`config.mk`:
```
export PLATFORM = sky130hd
export DESIGN_NAME = pulse_gen
export DESIGN_NICKNAME = d
export VERILOG_FILES = /design/src/rtl/pulse_gen.sv
export SDC_FILE = /design/constraint.sdc
export NUM_CORES = 1
export LEC_CHECK = 0
export CORE_ASPECT_RATIO = 1.5
export CORE_MARGIN = 2
export CORE_UTILIZATION = 43
export CTS_CLUSTER_DIAMETER = 100
export DETAILED_ROUTE_END_ITERATION = 10
export PLACE_DENSITY = 0.71
export RECOVER_POWER = 25
export SLEW_MARGIN = 15
export SYNTH_ARGS = -nofsm -noshare
export SYNTH_HDL_FRONTEND = slang
export SYNTH_SLANG_ARGS = --single-unit
```
`constraint.sdc`:
```
create_clock -name clock -period 2.3 [get_ports clock]
set_input_delay 0.23 -clock clock [delete_from_list [all_inputs] [get_ports clock]]
set_output_delay 0.23 -clock clock [all_outputs]
set_load 0.05 [all_outputs]
```
`src/rtl/pulse_gen.sv`:
```
// pulse_gen: programmable one-shot / burst / continuous pulse generator.
// High and low phase lengths are counted in clock cycles. Sequences are
// controlled with start/stop, and progress is reported on busy/done.
// Optional feature: define PULSE_GEN_COUNT_EN to add the pulse_count output,
// a saturating count of signal rising edges since the last start or reset.
module pulse_gen #(
  parameter int CNT_W   = 8,
  parameter int BURST_W = 4
) (
  input  logic               clock,
  input  logic               reset,
  input  logic               start,
  input  logic               stop,
  input  logic [1:0]         mode,
  input  logic [CNT_W-1:0]   high_len,
  input  logic [CNT_W-1:0]   low_len,
  input  logic [BURST_W-1:0] burst_len,
`ifdef PULSE_GEN_COUNT_EN
  output logic [BURST_W+CNT_W-1:0] pulse_count,
`endif
  output logic               signal,
  output logic               busy,
  output logic               done
);

  typedef enum logic [1:0] {IDLE, HIGH, LOW} state_t;

  localparam logic [1:0] M_BURST = 2'b01;
  localparam logic [1:0] M_CONT  = 2'b10;

  state_t             state, state_n;
  logic [CNT_W-1:0]   cnt, cnt_n;       // cycles spent in the current phase
  logic [BURST_W-1:0] pcnt, pcnt_n;     // pulses started in this sequence
  logic [1:0]         mode_q, mode_n;
  logic [CNT_W-1:0]   h_q, h_n, l_q, l_n;
  logic [BURST_W-1:0] b_q, b_n;
  logic               done_n;

  // Next-state and latched-config logic; outputs are registered from state_n
  // so signal/busy change on the same edge that changes the phase.
  always_comb begin
    state_n = state;
    cnt_n   = cnt;
    pcnt_n  = pcnt;
    mode_n  = mode_q;
    h_n     = h_q;
    l_n     = l_q;
    b_n     = b_q;
    done_n  = 1'b0;
    case (state)
      IDLE: begin
        // stop beats start when both are present in IDLE
        if (start && !stop) begin
          mode_n  = mode;
          h_n     = (high_len  == '0) ? CNT_W'(1)   : high_len;
          l_n     = (low_len   == '0) ? CNT_W'(1)   : low_len;
          b_n     = (burst_len == '0) ? BURST_W'(1) : burst_len;
          state_n = HIGH;
          cnt_n   = CNT_W'(1);
          pcnt_n  = BURST_W'(1);
        end
      end
      HIGH: begin
        if (stop) begin
          state_n = IDLE;
          cnt_n   = '0;
          pcnt_n  = '0;
          done_n  = 1'b1;
        end else if (cnt == h_q) begin
          if ((mode_q == M_CONT) || ((mode_q == M_BURST) && (pcnt != b_q))) begin
            state_n = LOW;
            cnt_n   = CNT_W'(1);
          end else begin
            // last pulse ends here: no trailing low phase
            state_n = IDLE;
            cnt_n   = '0;
            pcnt_n  = '0;
            done_n  = 1'b1;
          end
        end else begin
          cnt_n = cnt + CNT_W'(1);
        end
      end
      LOW: begin
        if (stop) begin
          state_n = IDLE;
          cnt_n   = '0;
          pcnt_n  = '0;
          done_n  = 1'b1;
        end else if (cnt == l_q) begin
          state_n = HIGH;
          cnt_n   = CNT_W'(1);
          pcnt_n  = pcnt + BURST_W'(1);  // wraps harmlessly in continuous mode
        end else begin
          cnt_n = cnt + CNT_W'(1);
        end
      end
      default: begin
        state_n = IDLE;
        cnt_n   = '0;
        pcnt_n  = '0;
      end
    endcase
  end

  // State, counters, latched config and registered outputs.
  always_ff @(posedge clock) begin
    if (reset) begin
      state  <= IDLE;
      cnt    <= '0;
      pcnt   <= '0;
      mode_q <= '0;
      h_q    <= '0;
      l_q    <= '0;
      b_q    <= '0;
      signal <= 1'b0;
      busy   <= 1'b0;
      done   <= 1'b0;
    end else begin
      state  <= state_n;
      cnt    <= cnt_n;
      pcnt   <= pcnt_n;
      mode_q <= mode_n;
      h_q    <= h_n;
      l_q    <= l_n;
      b_q    <= b_n;
      signal <= (state_n == HIGH);
      busy   <= (state_n != IDLE);
      done   <= done_n;
    end
  end

`ifdef PULSE_GEN_COUNT_EN
  logic sig_d;
  logic accept;

  assign accept = (state == IDLE) && start && !stop;

  // Rising edges of the registered signal are seen one cycle late, so the
  // clear on the accepting edge does not swallow the first pulse.
  always_ff @(posedge clock) begin
    if (reset) begin
      sig_d       <= 1'b0;
      pulse_count <= '0;
    end else begin
      sig_d <= signal;
      if (accept)
        pulse_count <= '0;
      else if (signal && !sig_d && (pulse_count != '1))
        pulse_count <= pulse_count + 1'b1;
    end
  end
`endif

endmodule
```
==> results of run 1 <==
flip-flops by register name, indices dropped and copies added, names as in the netlist:
name,flops
pcnt,4
state,2
signal,1
cnt,8
b_q,4
h_q,8
busy,1
done,1
l_q,8
mode_q,2
layout by cell type, fill, tap and decap left out, types with 6 or more instances in the layout:
master,count
a211oi_1,6
a21oi_1,25
clkbuf_8,7
clkdlybuf4s50_1,25
dfxtp_1,39
ha_1,6
nand2_1,44
nor2_1,15
nor3_1,6
xnor2_1,20
worst min-delay path by stage:
stage	from	end	slack, ns	cells past startpoint
floorplan	mode[1]	mode_q[1]	0.37	2
global placement	mode_q[1]	mode_q[1]	0.45	2
detailed placement	mode_q[1]	mode_q[1]	0.46	2
CTS	mode_q[1]	mode_q[1]	0.47	2
global route	h_q[2]	h_q[2]	0.49	2
finish	mode_q[1]	mode_q[1]	0.46	2
final cells by class:
class / instances / share of cell area (%)
Sequential cell: 39 / 32.72
Tap cell: 48 / 2.517
Timing Repair Buffer: 32 / 13.00
Multi-Input combinational cell: 181 / 46.93
Inverter: 4 / 0.6293
Clock buffer: 8 / 4.195
kinds of logic after synthesis:
family	Yosys count	synth area share (%)
buffers and inverters	16	3.533
XOR/XNOR	24	11.36
AND/OR/NAND/NOR	99	24.98
adder cells (fa/ha/maj)	6	3.785
flip-flops	39	39.37
AO/OA/AOI/OAI	52	16.97
tightest hold or removal path, stage by stage, from the launching register on:
cell and delay (ns):
dfxtp_1 0.31, nand2_1 0.05, a21oi_1 0.05
routing by layer:
layer	GRT usage, %	up-vias
met5	0	-
met4	10.12	0
met3	3.269	9
met2	30.67	29
met1	22.51	758
li1	-	866
where the power goes:
group	switching, mW	internal [mW]
clock	0.231	0.274
sequential	0.0244	0.704
combinational	0.123	0.106
==> summary.md, run 1 <==
| Metric | Value |
|---|---|
| Nets | 295 |
| Max-slew headroom | 50.81% |
| Total CTS buffers | 5 |
| Dominant synthesized flop cell | dfxtp_1 |
| Post-synth EDFFs | 0 |
| Routed WL per cell | 13.22 um |
| Critical path, cell by cell | xnor2_1 > nand4_1 > o21ai_4 > nand4_4 > or4_1 > a21oi_1 |
| Cts hold-fix bufs | 0 |
| Post-Syn Instances | around 240 |
| Pre-CTS setup slack | roughly 0.22 ns |
| Syn Std Cell Area | roughly 0.0020 mm2 |
| Met2 wire len | 2091 um |
| Vias per cell | 5.327 |
| GRT Total Usage | 18.66% |
| Top cells by count, synth | nand2_1 (44), dfxtp_1 (39), a21oi_1 (25) |
| Vias post-DR | around 1700 |
| Critical path's largest stage delay | 0.49 ns |
| RSZ-0062 raised after global routing | false |
| Vias in the first global route | about 1600 |
| # port buffers | 28 |
| Chip height | 87.18 um |
| Largest net degree at the start of global routing | 36 |
| Syn Area/Cell | 8.403 um2 |
| Endpoints failing setup | 0 |
| Syn nets | 268 |
| Crit Path Max Fanout | 8 |
| H-tree depth | 2 |
| Max-Cap Viols | 0 |
| Setup crit start | cnt[4] |
| # IOs | 29 |
| Worst skew pair latency | 0.29 ns |
| Crit end category | flip-flop |
| Post-CTS sizing | 0 |
| Routability cong. | slightly above 0.8 |
| Worst R2R End | pcnt[3] |
| Tmin final | 2.042 ns |
| Flop-to-flop setup slack | about 0.26 ns |
| Cell area after layout | ~0.0024 mm2 |
| N_diodes | 0 |
| Synth cell types | between 40 and 50 |
| Hold Crit Class | reg -> reg |
| Setup TNS | 0 ns |
| R2R cell count | 6 |
| Power, Total | 1.462 mW |
| Area contributors post-synth | dfxtp_1 (39%), xnor2_1 (8.8%), nand2_1 (8.3%) |
| Top delay family on crit path | simple AND/OR/NAND/NOR gates |
| Fin crit share | 88.80% |
| Class of the most critical setup path | reg -> reg |
| Dpl cells | 304 |
| Area growth syn-to-layout | 20.32% |
| Startpoint Class | flip-flop |
| Multi-input gate area in the final layout | approximately 0.0011 mm2 |
| Row count | 30 |
| Remaining DRCs | 0 |
| Max clock buf depth | 2 |
| Sequential cell area fraction in the yosys report | 39.37% |
| Global-route wire length before repair | between 7000 and 8000 um |
| Pleak | 0.8126 nW |
| Setup Skew | 0.006173 ns |
| Worst-Margin Slew | 0.7378 ns |
| Slowest library cell on the worst path | or4_1 |
| Initial core utilization | 44.40% |
| Fin cells | roughly 310 |
| VDD IR max | between 0.3 and 0.4 mV |
| Routed Wire Length | just over 4000 um |
| Final WS setup | 0.2575 ns |
| Clock Sinks | 39 |
| Synth Warn # | 0 |
| Critical path arrival | 2.26 ns |
| Max layer used | met4 |
| Core area | 0.004467 mm2 |
| Initial antenna violation count | 0 |
| Post-Route M1 WL | around 1800 um |
| Postcts setup bufs | 0 |
| Antenna viol nets, final | 0 |
| Share of layout cells above drive strength 1 | under 10% |
| CTS Root Cell | clkbuf_8 |
| CP endpoint | pcnt[3] |
| Hold WS | 0.4613 ns |
| Die width | 59.45 um |
| Initial DRT Pass Iterations | 4 |
| Hold Vio Cnt, Final | 0 |
| CTS tree | done |
| Worst EP required | 2.52 ns |
| Reg area | 780.7 um2 |
| Remaining Overflow, GRT | 0 |
| Met3 WL | around 100 um |
| Max Clk Rate | 489.6 MHz |
| Die ar. | 0.005183 mm2 |
| Final Max Tran Viols | 0 |
| Buffer and inverter count on the worst path | 0 |
| Fillers | 425 |
| WP depth | 6 |
| DP Wirelength | 3078 um |
| Cell with the most instances after synthesis | nand2_1 |
| Post-synth ARST share | 0% |
| Reg2reg start | cnt[4] |
| DP Area | 0.002298 mm2 |
| Largest area contributor in the netlist | dfxtp_1 |
| Worst-path clk slew | 0.07 ns |
| Top cell type's share of synthesized area | 39.37% |
| #FFs+latches synth | 39 |
| Iteration-0 DRC Markers | 37 |
| Fin util | ~53% |
| Status | complete, no violations |
| PD cells | 612.7 mW/mm2 |
No activity file was read; power rests on OpenSTA's default activity.
==> run 2, diff against run 1 <==
--- a/config.mk
+++ b/config.mk
@@ -12,7 +12,7 @@
 export DETAILED_ROUTE_END_ITERATION = 10
 export PLACE_DENSITY = 0.71
 export RECOVER_POWER = 25
-export SLEW_MARGIN = 15
+export SLEW_MARGIN = 20
 export SYNTH_ARGS = -nofsm -noshare
 export SYNTH_HDL_FRONTEND = slang
 export SYNTH_SLANG_ARGS = --single-unit
==> results of run 2 <==
Final layout, timing and power as in run 1 (identical DEF).
